**src/rtl/mem_port_arbiter.sv**
```systemverilog
// Arbitrates fetch and data requesters onto one memory port; one outstanding access, reads return after RD_LAT+1, writes/errors after 2 cycles.
// Backpressure: grants only while idle, so requesters hold req until gnt; data wins contention until fetch has been starved STARVE_MAX times.
module mem_port_arbiter #(
    parameter int unsigned RD_LAT     = 2,
    parameter int unsigned STARVE_MAX = 4
) (
    input  logic        clk,
    input  logic        reset,
    input  logic        i_req,
    input  logic [63:0] i_addr,
    output logic        i_gnt,
    output logic        i_valid,
    output logic        i_err,
    output logic [31:0] i_rdata,
    input  logic        d_req,
    input  logic        d_we,
    input  logic [63:0] d_addr,
    input  logic [63:0] d_wdata,
    output logic        d_gnt,
    output logic        d_valid,
    output logic        d_err,
    output logic [63:0] d_rdata,
    output logic [63:0] mem_raddress,
    output logic [63:0] mem_waddress,
    output logic [63:0] mem_datain,
    output logic        mem_wr,
    input  logic [63:0] mem_dataout,
    output logic        busy
);
    localparam logic [2:0] LP_RD_LAT = 3'(RD_LAT);
    localparam logic [2:0] LP_STARVE = 3'(STARVE_MAX);

    typedef enum logic [1:0] {S_IDLE, S_RD_WAIT, S_WR, S_ERR} state_t;

    state_t      r_state, w_state_nxt;
    logic [2:0]  r_starve, r_cnt;
    logic        r_is_fetch, r_sel_hi;
    logic [63:0] r_raddr, r_waddr, r_wdata;
    logic        r_i_valid, r_i_err, r_d_valid, r_d_err;
    logic [31:0] r_i_rdata;
    logic [63:0] r_d_rdata;
    logic        w_idle, w_i_win, w_d_win, w_misalign, w_wr;

    always_comb begin
        w_idle      = (r_state == S_IDLE) && !reset;
        w_i_win     = w_idle && i_req && (!d_req || (r_starve == LP_STARVE));
        w_d_win     = w_idle && d_req && !w_i_win;
        w_misalign  = w_i_win ? (i_addr[1:0] != 2'b00) : (d_addr[2:0] != 3'b000);
        w_wr        = w_d_win && d_we;
        w_state_nxt = r_state;
        case (r_state)
            S_IDLE: begin
                if (w_i_win || w_d_win) begin
                    if (w_misalign)  w_state_nxt = S_ERR;
                    else if (w_wr)   w_state_nxt = S_WR;
                    else             w_state_nxt = S_RD_WAIT;
                end
            end
            S_RD_WAIT: if (r_cnt == LP_RD_LAT) w_state_nxt = S_IDLE;
            default:   w_state_nxt = S_IDLE;
        endcase
    end

    always_ff @(posedge clk) begin
        if (reset) begin
            r_state    <= S_IDLE;
            r_starve   <= '0;
            r_cnt      <= '0;
            r_is_fetch <= 1'b0;
            r_sel_hi   <= 1'b0;
            r_raddr    <= '0;
            r_waddr    <= '0;
            r_wdata    <= '0;
            r_i_valid  <= 1'b0;
            r_i_err    <= 1'b0;
            r_d_valid  <= 1'b0;
            r_d_err    <= 1'b0;
            r_i_rdata  <= '0;
            r_d_rdata  <= '0;
        end else begin
            r_state   <= w_state_nxt;
            r_i_valid <= 1'b0;
            r_i_err   <= 1'b0;
            r_d_valid <= 1'b0;
            r_d_err   <= 1'b0;

            if (w_i_win)
                r_starve <= '0;
            else if (w_d_win && i_req && (r_starve != LP_STARVE))
                r_starve <= r_starve + 3'd1;

            // Misaligned accesses never touch the memory-facing registers.
            if (w_i_win || w_d_win) begin
                r_is_fetch <= w_i_win;
                r_sel_hi   <= i_addr[2];
                r_cnt      <= 3'd1;
                if (!w_misalign) begin
                    if (w_wr) begin
                        r_waddr <= d_addr;
                        r_wdata <= d_wdata;
                    end else begin
                        r_raddr <= w_i_win ? i_addr : d_addr;
                    end
                end
            end

            case (r_state)
                S_RD_WAIT: begin
                    if (r_cnt == LP_RD_LAT) begin
                        if (r_is_fetch) begin
                            r_i_valid <= 1'b1;
                            r_i_rdata <= r_sel_hi ? mem_dataout[63:32] : mem_dataout[31:0];
                        end else begin
                            r_d_valid <= 1'b1;
                            r_d_rdata <= mem_dataout;
                        end
                    end else begin
                        r_cnt <= r_cnt + 3'd1;
                    end
                end
                S_WR: begin
                    r_d_valid <= 1'b1;
                    r_d_rdata <= '0;
                end
                S_ERR: begin
                    if (r_is_fetch) begin
                        r_i_valid <= 1'b1;
                        r_i_err   <= 1'b1;
                        r_i_rdata <= '0;
                    end else begin
                        r_d_valid <= 1'b1;
                        r_d_err   <= 1'b1;
                        r_d_rdata <= '0;
                    end
                end
                default: ;
            endcase
        end
    end

    assign i_gnt        = w_i_win;
    assign d_gnt        = w_d_win;
    assign i_valid      = r_i_valid;
    assign i_err        = r_i_err;
    assign i_rdata      = r_i_rdata;
    assign d_valid      = r_d_valid;
    assign d_err        = r_d_err;
    assign d_rdata      = r_d_rdata;
    assign mem_raddress = r_raddr;
    assign mem_waddress = r_waddr;
    assign mem_datain   = r_wdata;
    assign mem_wr       = (r_state == S_WR);
    assign busy         = (r_state != S_IDLE);
endmodule

```
**config.mk**
```make
export PLATFORM = sky130hd
export DESIGN_NAME = mem_port_arbiter
export DESIGN_NICKNAME = d
export VERILOG_FILES = /design/src/rtl/mem_port_arbiter.sv
export SDC_FILE = /design/constraint.sdc
export NUM_CORES = 1
export LEC_CHECK = 0
export CORE_AREA = 10 10 209 211
export CTS_BUF_LIST = sky130_fd_sc_hd__clkbuf_16
export DETAILED_ROUTE_END_ITERATION = 7
export DIE_AREA = 0 0 219 221
export GPL_TIMING_DRIVEN = 0
export SLEW_MARGIN = 20
export SYNTH_ARGS = -nofsm -noshare
export SYNTH_HDL_FRONTEND = slang
export SYNTH_SLANG_ARGS = --single-unit
```
**constraint.sdc**
```tcl
create_clock -name clk -period 3.7 [get_ports clk]
set_input_delay 0.925 -clock clk [delete_from_list [all_inputs] [get_ports clk]]
set_output_delay 0.925 -clock clk [all_outputs]
set_load 0.01 [all_outputs]
```
==> summary.txt <==
Run status
  – Outcome: completed

Timing
  – Minimum clock period: 3.62 ns
  – RSZ-0062 raised after global routing: false
  – Setup violators final: 0
  – Highest clock rate: 0.276 GHz
  – Post-route setup slack: 0.0801 ns
  – Max Slew Vio Count: 0
  – Hold Violations, Final: 0
  – Worst relative slew slack: 0.308
  – Setup TNS: 0 ns
  – Clock Skews: 0.0108 ns
  – Part of the cycle the worst path needs: 0.978
  – Least-Margin Pin Slew: 1.04 ns

Drt
  – Vias per Instance: 4.71
  – Total vias in the final route: 11.1k
  – Drt initial violations: 481
  – Final ANT Viol Nets: 0
  – Routed WL: 51.4 mm
  – DRC viols: 0
  – TritonRoute pass-1 iters: 4
  – Wire per inst: 21.7 um

Worst setup path
  – Worst R2R Setup Slack: 0.78 ns
  – CP peak stage delay: 0.47 ns
  – CP Cell Sequence: clkdlybuf4s50_1, or4b_1, clkbuf_4, nor2_4, buf_6, nor2_1, dlygate4sd2_1
  – Slowest-stage cell, CP: clkdlybuf4s50_1
  – CP Data Required Time: 2.77 ns
  – Startpoint types: input pin
  – CP Data Arrival Time: 2.69 ns
  – CP Capture Type: output pin
  – FF-to-FF Start: r_state[1]
  – Crit path launch: i_req
  – Crit Path Class: in -> out
  – CP Max Fanout: 10
  – Reg2Reg Capture Point: mem_raddress[62]
  – R2R cell count: 7

Pwr
  – PwrDens: 403 nW/um2
  – Peak VDD IR: 0.308 mV
  – Power, Total: 7500 uW
  – Leakage: 0.00636 uW

Cells and area
  – Fin cells: 2365
  – Area growth syn-to-layout: 64.2%
  – Fin nets: 2077
  – Sequential cell area: 6050 um2
  – Fin area: 18600 um2
  – Area of the multi-input gates: 4840 um2
  – Layout cells sized above 1: 0.0485
  – Fillers: 3791

Floorplan
  – Row cnt: 73
  – Die width: 219 um
  – Core box area: 39500 um2
  – Initial Util: 0.287
  – DIE HEIGHT: 221 um
  – Top Ports: 557
  – Total die area: 48400 um2

Synthesis
  – #FFs+latches synth: 302
  – Post-synth cell types: 42
  – Top-count cell post-synth: dfxtp_1
  – Synth top area share: 0.534
  – Compound-Gate Fraction of Synth Area: 0.168
  – Net Count, Synth: 1485
  – Synth Instances: 1220
  – Adder-cell share of the synthesized area: 0.00442
  – EDFF count, synth: 0
  – Top cells by area, synth: dfxtp_1, mux2i_1, nand2_1
  – Largest family of logic cells by synthesized area: compound AO/OA/AOI/OAI gates
  – Synth warn: 0
  – Fraction of registers with async set/reset: 0
  – Syn avg cell area: 9.29 um2
  – Synth top cells by count: dfxtp_1, nand2_1, a21oi_1
  – Area fraction in and, or, nand and nor cells after synthesis: 0.150
  – Register area share after synthesis: 0.534
  – Synthesized area: 11300 um2
  – Largest area contributor in the netlist: dfxtp_1
  – Post-synthesis mux area share: 0.103
  – Synth Area in XOR/XNOR: 0
  – Ys flop type: dfxtp_1

GRT
  – Tot GR Track Use: 0.202
  – Initial antenna violation count: 7
  – Vias in the first global route: 11.5k
  – Largest net degree at the start of global routing: 14
  – Total gr overflow: 0
  – First-pass GRT wire length: 74.6 mm

Placement
  – Placer congestion estimate: 0.845
  – DP Cell Count: 2300
  – Post-DP HPWL: 40.9 mm
  – Setup WS pre-CTS: -0.731 ns
  – Placed inst area: 17500 um2
  – PortBufs: 555

Clock tree
  – CTS Sinks: 302
  – Clk_lat worst skew: 0.54 ns
  – CTS clock-pin slew for the worst setup and hold paths: 0.06 ns
  – Root Driver: clkbuf_16
  – CTS tree: yes
  – Bufs on Longest Clock Path: 3
  – Post-CTS Hold Fix Bufs: 0
  – H-tree depth: 2
  – Num CTS Buffers: 35

Hold path
  – Worst min-delay path startpoint: mem_datain[30]
  – Min-Delay Endpoint: mem_datain[30]
  – HP Class: reg -> reg
  – Worst hold path depth: 2

Job
  – # Max-Cap Violations: 0
-- layer usage --
layer / part of all wire / track usage
met5: 0.00033 / 0
met4: 0.029 / 0.0818
met3: 0.089 / 0.0694
met2: 0.49 / 0.346
met1: 0.39 / 0.224
-- final cells by class --
| cell class | instances | share of cell area |
|---|---|---|
| flip-flops and latches | 302 | 0.325 |
| multi-input cells | 809 | 0.260 |
| inverters | 4 | 0.000807 |
| diodes | 5 | 0.000673 |
| clock inverters | 25 | 0.00787 |
| plain buffers | 104 | 0.0241 |
| well taps | 525 | 0.0353 |
| repair buffers | 556 | 0.299 |
| clock buffers | 35 | 0.0471 |
-- how the worst max path moves through the flow --
stage                     cells after the start  slack [ns]     to
after floorplan                               6        0.57  d_gnt
after global placement                        6       -0.74  i_gnt
after detailed placement                      7       -0.73  d_gnt
after CTS                                     7        0.05  d_gnt
after global routing                          7       0.006  d_gnt
final                                         7        0.08  d_gnt
-- cell usage in the layout, fill, tap and decap left out, drive strengths merged --
| master | netlist | layout |
|---|---|---|
| a311oi | 1 | 1 |
| nor2b | 3 | 3 |
| or2 | 2 | 2 |
| o2bb2ai | 10 | 10 |
| nand3b | 2 | 2 |
| nand2b | 1 | 1 |
| and3b | 2 | 2 |
| nor3b | 3 | 3 |
| o2111ai | 1 | 1 |
| or4 | 1 | 1 |
| a21bo | 1 | 1 |
| or3b | 1 | 1 |
| nor4 | 1 | 1 |
| nor3 | 64 | 64 |
| clkdlybuf4s50 | 0 | 553 |
| mux2i | 115 | 115 |
| dlygate4sd2 | 0 | 2 |
| a21oi | 134 | 134 |
| mux2 | 1 | 1 |
| ha | 4 | 4 |
| nor4b | 2 | 2 |
| o21ai | 7 | 7 |
| clkbuf | 69 | 104 |
| buf | 36 | 36 |
| a2bb2oi | 1 | 1 |
| a22oi | 1 | 1 |
| or4b | 2 | 2 |
| a21boi | 2 | 2 |
| inv | 4 | 16 |
| and2 | 4 | 4 |
| clkinv | 0 | 12 |
| a211oi | 63 | 63 |
| bufinv | 0 | 1 |
| o2111a | 1 | 1 |
| a22o | 64 | 64 |
| nand2 | 257 | 257 |
| dfxtp | 302 | 302 |
| nor2 | 58 | 58 |
| diode | 0 | 5 |
-- logic make-up (layout without fill, tap and decap cells) --
group	after synthesis	in the layout
simple gates	403	403
flops	302	302
compound gates	286	286
mux	116	116
buf+inv	109	724
fa+ha+maj	4	4
other cells	0	5
-- repair_timing --
action                                  in CTS  in global routing
pin swaps                                    1                  0
resized for setup                            5                  2
buffers inserted                             1                  0
endpoints found under the setup margin       2                  7
-- metrics by stage --
stage	utilization	hold slack, ns
5_1_grt	0.471	0.467
2_1_floorplan	-	0.436
3_5_place_dp	0.445	0.443
4_1_cts	0.471	0.453
3_3_place_gp	0.445	0.441
6_report	0.471	0.453
-- worst max-delay path: cells and delay by family --
family,cells,cell delay (ns)
buffers and inverters,4,1.15
AND/OR/NAND/NOR,3,0.60
-- state kept, by name, summed over array words and instances (netlist names) --
register / cells
d_rdata: 64
d_err: 1
mem_waddress: 64
r_is_fetch: 1
r_state: 2
i_valid: 1
r_sel_hi: 1
r_starve: 3
r_cnt: 3
d_valid: 1
mem_raddress: 64
i_err: 1
mem_datain: 64
i_rdata: 32
-- where the power goes --
part	switching (uW)	leakage, uW	total, uW	internal, uW
Clock	1370	0.000540	3160	1790
Combinational	422	0.00338	947	525
Sequential	48.4	0.00244	3390	3340
Power figures use the tool's default switching activity.
